<file path="src/rtl/fft_input_frame_loader_if.sv">
// Sample-in / frame-out bus of the FFT input frame loader.
// It also carries read-only debug views of the loader's write-side state.
interface fft_input_frame_loader_if #(
  parameter int ADC_bits = 8,
  parameter int ADDR_W   = 5
);
  // Handshake rules:
  // - A sample transfers on a rising edge where in_valid && in_ready.
  // - The source may raise in_valid at any time, and must hold in_data until the transfer.
  // - rd_data answers an rd_en one cycle later.
  // - frame_done releases rd_bank only while frame_valid is high.
  logic                in_valid;
  logic                in_ready;
  logic [ADC_bits-1:0] in_data;
  logic                frame_valid;
  logic                rd_bank;
  logic                rd_en;
  logic [ADDR_W-1:0]   rd_addr;
  logic [ADC_bits-1:0] rd_data;
  logic                frame_done;
  logic [15:0]         frame_cnt;
  logic [ADDR_W-1:0]   dbg_wr_cnt;
  logic                dbg_wr_bank;
  logic [1:0]          dbg_full;

  modport master (
    output in_valid, in_data, rd_en, rd_addr, frame_done,
    input  in_ready, frame_valid, rd_bank, rd_data, frame_cnt,
    input  dbg_wr_cnt, dbg_wr_bank, dbg_full
  );

  modport slave (
    input  in_valid, in_data, rd_en, rd_addr, frame_done,
    output in_ready, frame_valid, rd_bank, rd_data, frame_cnt,
    output dbg_wr_cnt, dbg_wr_bank, dbg_full
  );
endinterface

</file>
<file path="src/rtl/fft_input_frame_loader.sv">
// Ping-pong 32-point frame buffer: samples are written at bit-reversed addresses,
// so the FFT reads each frame in natural order and receives it already reordered.
module fft_input_frame_loader #(
  parameter int ADC_bits = 8,
  parameter int N_POINTS = 32,
  parameter int ADDR_W   = 5
) (
  input  logic                   clk,
  input  logic                   rst_n,
  input  logic                   soft_clr,
  fft_input_frame_loader_if.slave bus
);

  logic [ADC_bits-1:0] mem [2][N_POINTS];

  logic [ADDR_W-1:0]   wr_cnt;
  logic                wr_bank;
  logic                rd_bank;
  logic [1:0]          full;
  logic [ADC_bits-1:0] rd_data;
  logic [15:0]         frame_cnt;

  logic                accept;
  logic                wr_last;
  logic                rel_bank;
  logic [1:0]          full_nxt;

  function automatic logic [ADDR_W-1:0] bitrev(input logic [ADDR_W-1:0] a);
    logic [ADDR_W-1:0] r;
    for (int i = 0; i < ADDR_W; i++) r[i] = a[ADDR_W-1-i];
    return r;
  endfunction

  assign bus.in_ready    = ~full[wr_bank];
  assign bus.frame_valid = full[rd_bank];
  assign bus.rd_bank     = rd_bank;
  assign bus.rd_data     = rd_data;
  assign bus.frame_cnt   = frame_cnt;
  assign bus.dbg_wr_cnt  = wr_cnt;
  assign bus.dbg_wr_bank = wr_bank;
  assign bus.dbg_full    = full;

  // Completion and release always hit different banks, so both edits can land together.
  always_comb begin
    accept   = bus.in_valid & ~full[wr_bank] & ~soft_clr;
    wr_last  = accept && (wr_cnt == ADDR_W'(N_POINTS - 1));
    rel_bank = bus.frame_done & full[rd_bank] & ~soft_clr;
    full_nxt = full;
    if (wr_last)  full_nxt[wr_bank] = 1'b1;
    if (rel_bank) full_nxt[rd_bank] = 1'b0;
  end

  always_ff @(posedge clk or negedge rst_n) begin
    if (!rst_n) begin
      wr_cnt    <= '0;
      wr_bank   <= 1'b0;
      rd_bank   <= 1'b0;
      full      <= 2'b00;
      rd_data   <= '0;
      frame_cnt <= '0;
    end else if (soft_clr) begin
      wr_cnt    <= '0;
      wr_bank   <= 1'b0;
      rd_bank   <= 1'b0;
      full      <= 2'b00;
      rd_data   <= '0;
      frame_cnt <= '0;
    end else begin
      if (accept)   wr_cnt <= wr_last ? '0 : wr_cnt + 1'b1;
      if (wr_last) begin
        wr_bank   <= ~wr_bank;
        frame_cnt <= frame_cnt + 16'd1;
      end
      if (rel_bank) rd_bank <= ~rd_bank;
      full <= full_nxt;
      if (bus.rd_en) rd_data <= mem[rd_bank][bus.rd_addr];
    end
  end

  // Sample storage is deliberately left unreset.
  always_ff @(posedge clk) begin
    if (accept) mem[wr_bank][bitrev(wr_cnt)] <= bus.in_data;
  end

endmodule

</file>
<file path="src/flat_wrapper.sv">
// flat-port wrapper written by rule: the top's interface ports become plain ports
module fft_input_frame_loader_flat 
#(
  parameter int ADC_bits = 8,
  parameter int N_POINTS = 32,
  parameter int ADDR_W   = 5
)
  (clk, rst_n, soft_clr, bus_in_valid, bus_in_data, bus_rd_en, bus_rd_addr, bus_frame_done, bus_in_ready, bus_frame_valid, bus_rd_bank, bus_rd_data, bus_frame_cnt, bus_dbg_wr_cnt, bus_dbg_wr_bank, bus_dbg_full);
  fft_input_frame_loader_if #(.ADC_bits(ADC_bits), .ADDR_W(ADDR_W)) bus_i ();
  input  logic clk;
  input  logic rst_n;
  input  logic soft_clr;
  input wire logic [$bits(bus_i.in_valid)-1:0] bus_in_valid;
  input wire logic [$bits(bus_i.in_data)-1:0] bus_in_data;
  input wire logic [$bits(bus_i.rd_en)-1:0] bus_rd_en;
  input wire logic [$bits(bus_i.rd_addr)-1:0] bus_rd_addr;
  input wire logic [$bits(bus_i.frame_done)-1:0] bus_frame_done;
  output wire logic [$bits(bus_i.in_ready)-1:0] bus_in_ready;
  output wire logic [$bits(bus_i.frame_valid)-1:0] bus_frame_valid;
  output wire logic [$bits(bus_i.rd_bank)-1:0] bus_rd_bank;
  output wire logic [$bits(bus_i.rd_data)-1:0] bus_rd_data;
  output wire logic [$bits(bus_i.frame_cnt)-1:0] bus_frame_cnt;
  output wire logic [$bits(bus_i.dbg_wr_cnt)-1:0] bus_dbg_wr_cnt;
  output wire logic [$bits(bus_i.dbg_wr_bank)-1:0] bus_dbg_wr_bank;
  output wire logic [$bits(bus_i.dbg_full)-1:0] bus_dbg_full;
  assign bus_i.in_valid = bus_in_valid;
  assign bus_i.in_data = bus_in_data;
  assign bus_i.rd_en = bus_rd_en;
  assign bus_i.rd_addr = bus_rd_addr;
  assign bus_i.frame_done = bus_frame_done;
  assign bus_in_ready = bus_i.in_ready;
  assign bus_frame_valid = bus_i.frame_valid;
  assign bus_rd_bank = bus_i.rd_bank;
  assign bus_rd_data = bus_i.rd_data;
  assign bus_frame_cnt = bus_i.frame_cnt;
  assign bus_dbg_wr_cnt = bus_i.dbg_wr_cnt;
  assign bus_dbg_wr_bank = bus_i.dbg_wr_bank;
  assign bus_dbg_full = bus_i.dbg_full;
  fft_input_frame_loader #(.ADC_bits(ADC_bits), .N_POINTS(N_POINTS), .ADDR_W(ADDR_W)) u_core (.clk(clk), .rst_n(rst_n), .soft_clr(soft_clr), .bus(bus_i));
endmodule
</file>
<file path="config.mk">
export PLATFORM = sky130hd
export DESIGN_NAME = fft_input_frame_loader_flat
export DESIGN_NICKNAME = d
export VERILOG_FILES = /design/src/rtl/fft_input_frame_loader_if.sv /design/src/rtl/fft_input_frame_loader.sv /design/src/flat_wrapper.sv
export SDC_FILE = /design/constraint.sdc
export NUM_CORES = 1
export LEC_CHECK = 0
export CAP_MARGIN = 30
export CELL_PAD_IN_SITES_DETAIL_PLACEMENT = 0
export CELL_PAD_IN_SITES_GLOBAL_PLACEMENT = 2
export CORE_MARGIN = 2
export CORE_UTILIZATION = 54
export DETAILED_ROUTE_END_ITERATION = 12
export DONT_BUFFER_PORTS = 1
export GPL_ROUTABILITY_DRIVEN = 0
export PLACE_DENSITY = 0.95
export SYNTH_ARGS = -nofsm -noshare
export SYNTH_HDL_FRONTEND = slang
export SYNTH_SLANG_ARGS = --single-unit
</file>
<file path="constraint.sdc">
create_clock -name clk -period 7.3 [get_ports clk]
set_clock_uncertainty 0.05 [all_clocks]
set_input_delay 1.825 -clock clk [delete_from_list [all_inputs] [get_ports clk]]
set_output_delay 1.825 -clock clk [all_outputs]
set_load 0.005 [all_outputs]
</file>
==> results of run 1 <==
final timing paths:
check | from | to | slack (ns)
hold / removal | u_core.bus.frame_cnt[9] | u_core.bus.frame_cnt[9] | 0.55
setup reg to reg | u_core.bus.rd_bank | u_core.bus.rd_data[3] | 3.94
max in group asynchronous | rst_n | u_core.bus.rd_bank | 6.21
min in group asynchronous | rst_n | u_core.bus.frame_cnt[15] | 0.87
setup / recovery | u_core.bus.rd_bank | bus_frame_valid | 3.45
hold reg to reg | u_core.bus.frame_cnt[9] | u_core.bus.frame_cnt[9] | 0.55
state kept, by name, summed over array words and instances (netlist names):
name                    count
u_core.bus.frame_cnt       16
u_core.bus.dbg_full         2
u_core.bus.dbg_wr_cnt       5
u_core.mem                512
u_core.bus.rd_bank          1
u_core.bus.dbg_wr_bank      1
u_core.bus.rd_data          8
layout by cell type, fill, tap and decap left out, drive strengths merged, types with 9 or more instances in the layout:
cell	instances
a21oi	15
a22oi	14
a32oi	9
bufinv	10
clkbuf	61
clkinv	19
dfrtp	33
edfxtp	512
inv	9
mux2i	36
mux4	129
nand2	56
nand3	25
nor2	96
nor2b	10
o21ai	12
where the power goes:
group	internal, W	switching, W	total [W]
Clock	0.00175	0.00119	0.00293
Sequential	0.00342	0.0000100	0.00343
Combinational	0.0000644	0.0000591	0.000123
logic make-up (layout without fill, tap and decap cells):
group	count (synthesis)	count (layout)	synth area share
flops	545	545	0.751
simple gates	219	219	0.0465
mux	169	169	0.157
compound gates	65	65	0.0206
buf+inv	55	105	0.0154
xor+xnor	12	12	0.00487
fa+ha+maj	8	8	0.00464
synthesized netlist by cell type (all sizes together), types with 2 or more instances:
master    n  area, sq um
nand2    56          210
buf      35          257
a31o      2         17.5
xor2      4         35.0
inv       7         26.3
nor2     96          360
mux2      4         45.0
a22o      2         17.5
a22oi    14          105
a31oi     5         37.5
dfrtp    33          826
a221oi    5         43.8
nor2b    10         62.6
nor3b     2         15.0
nor4      4         40.0
a32oi     9         78.8
nand2b    2         12.5
edfxtp  512        15400
nor4b     2         23.8
a21oi    15         75.1
nand3    25          125
or4       2         15.0
nand4     2         12.5
nor4bb    3         30.0
mux4    129         2970
o21ai    12         60.1
and2      3         18.8
clkbuf   13         48.8
xnor2     8         70.1
mux2i    36          364
and3      5         31.3
nor3      3         15.0
ha        8          100
routing by layer:
| layer | up-vias | global-route usage |
|---|---|---|
| met3 | 89 | 0.0497 |
| met4 | 2 | 0.0673 |
| met2 | 583 | 0.374 |
| li1 | 4405 | - |
| met1 | 5597 | 0.346 |
| met5 | - | 0 |
final cells by class:
class	count	area (sq um)
clock inverter	36	483
multi-input combinational	473	5030
sequential	545	16200
clock buffer	61	1410
inverter	7	26.3
tap	525	657
timing repair buffer	1	7.51
fill	2667	15700
through the flow:
step | std cells | area, sq um | hold WS [ns]
final | 1648 | 23800 | 0.552
after global routing | 1648 | 23800 | 0.586
after CTS | 1648 | 23800 | 0.557
after detailed placement | 1551 | 21900 | 0.544
after global placement | 1551 | 21900 | 0.529
after floorplan | 1073 | 21600 | 0.437
==> impl_metrics.yaml, run 1 <==
status:
  outcome: "finished clean"
worst_hold_path:
  worst_hold_path.num_cells: 2
  min_path_type: "flop to flop"
die:
  die_w_microns: 204
  io_pins: 54
  fp.dieArea_sq_um: 41500
  rows: 73
  core-area_sq_um: 39500
  initial_utilization: 0.545
  die-height_microns: 204
timing:
  drv_slew: 0
  setup_viol: 0
  worstMarginPinSlew_ns: 0.993
  fmax_mhz: 260
  layout_setup_ws_ns: 3.45
  setup_tns_ns: 0
  min_period_ns: 3.85
  relSlewSlack: 0.337
  hold_viol: 0
  rsz0062_at_grt: "no"
  period_share: 0.528
layout:
  syn_to_final_growth_pct: 10.4
  drive_above_1_share: 0.191
  final_util: 0.602
  diodes: 0
  fin_nets: 1107
clocking:
  clkTransAtPathRegs_ns: 0.06
  h-tree-depth: 2
  clock_sinks: 545
  postCtsSetupBuffers: 0
  worstSkewPairLatency_ns: 0.58
  ctsHoldBuffers: 0
  clockBufferDepth: 3
  cts_buffers: 52
  cts_tree: "built"
  ctsResizeCount: 0
  cts_root_buf: "clkbuf_16"
worst_setup_path:
  crit_path_cell_trace: "mux2_1"
  crit_arrival_ns: 1.98
  slowest_stage: "dfrtp_4"
  endpoint_kind: "primary output"
  critPathRequiredTime_ns: 5.43
  start_kind: "flop"
  crit_path_max_incr_delay_ns: 0.95
  critPathTopFamily: "flip-flops"
  crit_cells: 1
  r2r_cells: 6
  crit_buf_inv: 0
  cp_max_fo: 43
  critical_path_class: "flop to primary output"
yosys:
  synth.distinct_cells: 49
  ys_seq_area_frac: 0.751
  avgSynthCellArea_sq_um: 20.1
  synthesis.nets: 1100
  synth-edff-count: 512
  async_flop_share: 0.0606
  synth_ff_type: "edfxtp_1"
  syn_area_sq_um: 21600
  yosysWarnings: 0
  syn_inst: 1073
  ys_seq_elements: 545
power_and_ir_drop:
  ir_drop_mv: 0.159
  total_power_w: 0.00649
  p_leak_nw: 7.61
  p_per_area_nw_per_um2: 273
detailed_routing:
  num_vias: 10700
  wl_met3_microns: 4380
  viasPerCell: 6.48
  ant_nets: 0
  highest_layer: "met5"
  drc_errors: 0
  drt_iter0_markers: 1487
  wl_microns: 48200
  dr.pass1.iters: 7
  avgRoutedWirePerCell_microns: 29.2
  drt-met1-wl_microns: 19700
  dr_wl_met2_microns: 22900
grt:
  first_global_vias: 10700
  grt_util_all_layers: 0.239
  grt_pass1_wl_microns: 71800
  grt_max_degree: 127
  antenna_found_initial: 1
  grt_overflow: 0
placement:
  port_buffers: 0
  pre_cts_slack_ns: 2.92
  dp_hpwl_microns: 28000
job:
  drv_cap: 0
Note: power is estimated with default switching activity, not from simulation.
==> run 2, diff against run 1 <==
--- a/config.mk
+++ b/config.mk
@@ -9,11 +9,11 @@
 export CELL_PAD_IN_SITES_DETAIL_PLACEMENT = 0
 export CELL_PAD_IN_SITES_GLOBAL_PLACEMENT = 2
 export CORE_MARGIN = 2
-export CORE_UTILIZATION = 54
+export CORE_UTILIZATION = 50
 export DETAILED_ROUTE_END_ITERATION = 12
 export DONT_BUFFER_PORTS = 1
 export GPL_ROUTABILITY_DRIVEN = 0
-export PLACE_DENSITY = 0.95
+export PLACE_DENSITY = 0.9
 export SYNTH_ARGS = -nofsm -noshare
 export SYNTH_HDL_FRONTEND = slang
 export SYNTH_SLANG_ARGS = --single-unit
==> constraint.sdc (replaced) <==
create_clock -name clk -period 3.85 [get_ports clk]
set_clock_uncertainty 0.05 [all_clocks]
set_input_delay 0.9625 -clock clk [delete_from_list [all_inputs] [get_ports clk]]
set_output_delay 0.9625 -clock clk [all_outputs]
set_load 0.005 [all_outputs]
==> impl_metrics.yaml, run 2 (synthesized netlist as in run 1, its figures left out) <==
detailed_routing:
  drc_errors: 0
  avgRoutedWirePerCell_microns: 27.3
  num_vias: 10600
  dr.pass1.iters: 5
  drt_iter0_markers: 1178
  ant_nets: 0
  wl_microns: 46800
  viasPerCell: 6.18
grt:
  grt_pass1_wl_microns: 70000
  grt_util_all_layers: 0.215
  grt_overflow: 0
  first_global_vias: 10700
  grt_max_degree: 127
  antenna_found_initial: 0
clocking:
  clkTransAtPathRegs_ns: 0.06
  cts_tree: "built"
  cts_root_buf: "clkbuf_16"
  cts_buffers: 53
  clockBufferDepth: 3
  h-tree-depth: 2
  ctsResizeCount: 0
  worstSkewPairLatency_ns: 0.60
  clock_sinks: 545
timing:
  min_period_ns: 3.10
  worstMarginPinSlew_ns: 0.951
  setup_viol: 0
  rsz0062_at_grt: "no"
  relSlewSlack: 0.364
  drv_slew: 0
  layout_setup_ws_ns: 0.750
  hold_viol: 0
  fmax_mhz: 323
  period_share: 0.805
  setup_tns_ns: 0
worst_setup_path:
  critPathLaunch: "u_core.bus.dbg_wr_bank"
  cp_max_fo: 8
  start_kind: "flop"
  endpoint_kind: "flop"
  critical_path_class: "flop to flop"
  crit_path_cell_trace: "nor4bb_1, nand2_1, nor2_1"
  crit_end: "u_core.mem[1][74]"
  rr_endpoint: "u_core.mem[1][74]"
  r2r_start: "u_core.bus.dbg_wr_bank"
  crit_path_max_incr_delay_ns: 0.83
  critPathRequiredTime_ns: 4.02
  crit_arrival_ns: 3.28
  slowest_stage: "nor4bb_1"
  r2r_cells: 3
  r2r_setup_slack_ns: 0.75
layout:
  fin_nets: 1152
  regMostFlops: "u_core.mem"
  layout_common_cells: "edfxtp_1 (512), mux4_2 (113), nor2_1 (96)"
  fin_area_sq_um: 24300
  largestRegisters: "u_core.mem: 512 flops, u_core.bus.frame_cnt: 16 flops, u_core.bus.rd_data: 8 flops"
  num-fill-cells: 3135
  layout_commonest_cell: "edfxtp_1"
  final_util: 0.568
  syn_to_final_growth_pct: 12.7
  diodes: 0
  largest_reg_flops: 512
  drive_above_1_share: 0.215
status:
  outcome: "finished clean"
placement:
  pre_cts_slack_ns: 0.427
  dp_hpwl_microns: 28100
  port_buffers: 0
  place_area_sq_um: 22300
power_and_ir_drop:
  ir_drop_mv: 0.338
  p_leak_nw: 7.89
  p_per_area_nw_per_um2: 518
die:
  rows: 76
  die_w_microns: 212
  initial_utilization: 0.504
  core-area_sq_um: 42800
  fp.dieArea_sq_um: 44800
  die-height_microns: 212
  io_pins: 54
job:
  drv_cap: 0
worst_hold_path:
  min_path_type: "primary input to async pin"
-- run 2: cell types whose count changed in the layout (fill, tap and decap cells not counted), moves of 4 or more --
cell       change
clkbuf_1       +5
bufinv_16      +4
clkinv_1       +4
clkinv_2       -6
buf_4         +42
-- run 2: through the flow --
step | instances | hold WS [ns] | power [W]
floorplan | 1073 | 0.437 | 0.00686
global placement | 1615 | 0.527 | 0.00687
detailed placement | 1615 | 0.537 | 0.00687
CTS | 1716 | 0.121 | 0.0127
global route | 1716 | 0.137 | 0.0129
finish | 1716 | 0.144 | 0.0126
-- run 2: cell type report --
| cell class | count | area [sq um] | share of cell area |
|---|---|---|---|
| inverter | 7 | 26.3 | 0.00108 |
| multi-input combinational | 473 | 5030 | 0.207 |
| sequential | 545 | 16200 | 0.667 |
| timing repair buffer | 45 | 363 | 0.0149 |
| tap | 546 | 683 | 0.0281 |
| clock buffer | 68 | 1480 | 0.0607 |
| clock inverter | 32 | 519 | 0.0214 |
-- run 2: worst min-delay path by stage --
stage	from	to	slack, ns	cells after the start
2_1_floorplan	u_core.bus.rd_data[1]	u_core.bus.rd_data[1]	0.44	2
3_3_place_gp	u_core.bus.frame_cnt[9]	u_core.bus.frame_cnt[9]	0.53	2
3_5_place_dp	u_core.bus.rd_data[6]	u_core.bus.rd_data[6]	0.54	2
4_1_cts	rst_n	u_core.bus.frame_cnt[5]	0.12	1
5_1_grt	rst_n	u_core.bus.frame_cnt[8]	0.14	1
6_report	rst_n	u_core.bus.frame_cnt[14]	0.14	1
-- run 2: routing by layer --
layer,GRT usage,share of wire
met1,0.298,0.40
met2,0.346,0.49
met3,0.0552,0.090
met4,0.0549,0.019
met5,0,0
-- run 2: critical path, delay by kind of cell, from the launching register on --
kind / cells / cell delay [ns]
AND/OR/NAND/NOR: 3 / 2.15
flip-flops: 1 / 0.52
-- run 2: timing repair --
item                                   4_1_cts  5_1_grt
setup buffers                                0        0
endpoints found under the hold margin       33        0
hold buffers                                 1        0
-- run 2: power breakdown --
group	switching, W	internal (W)	total [W]
clock	0.00219	0.00364	0.00583
combinational	0.000122	0.000126	0.000247
sequential	0.0000162	0.00649	0.00651
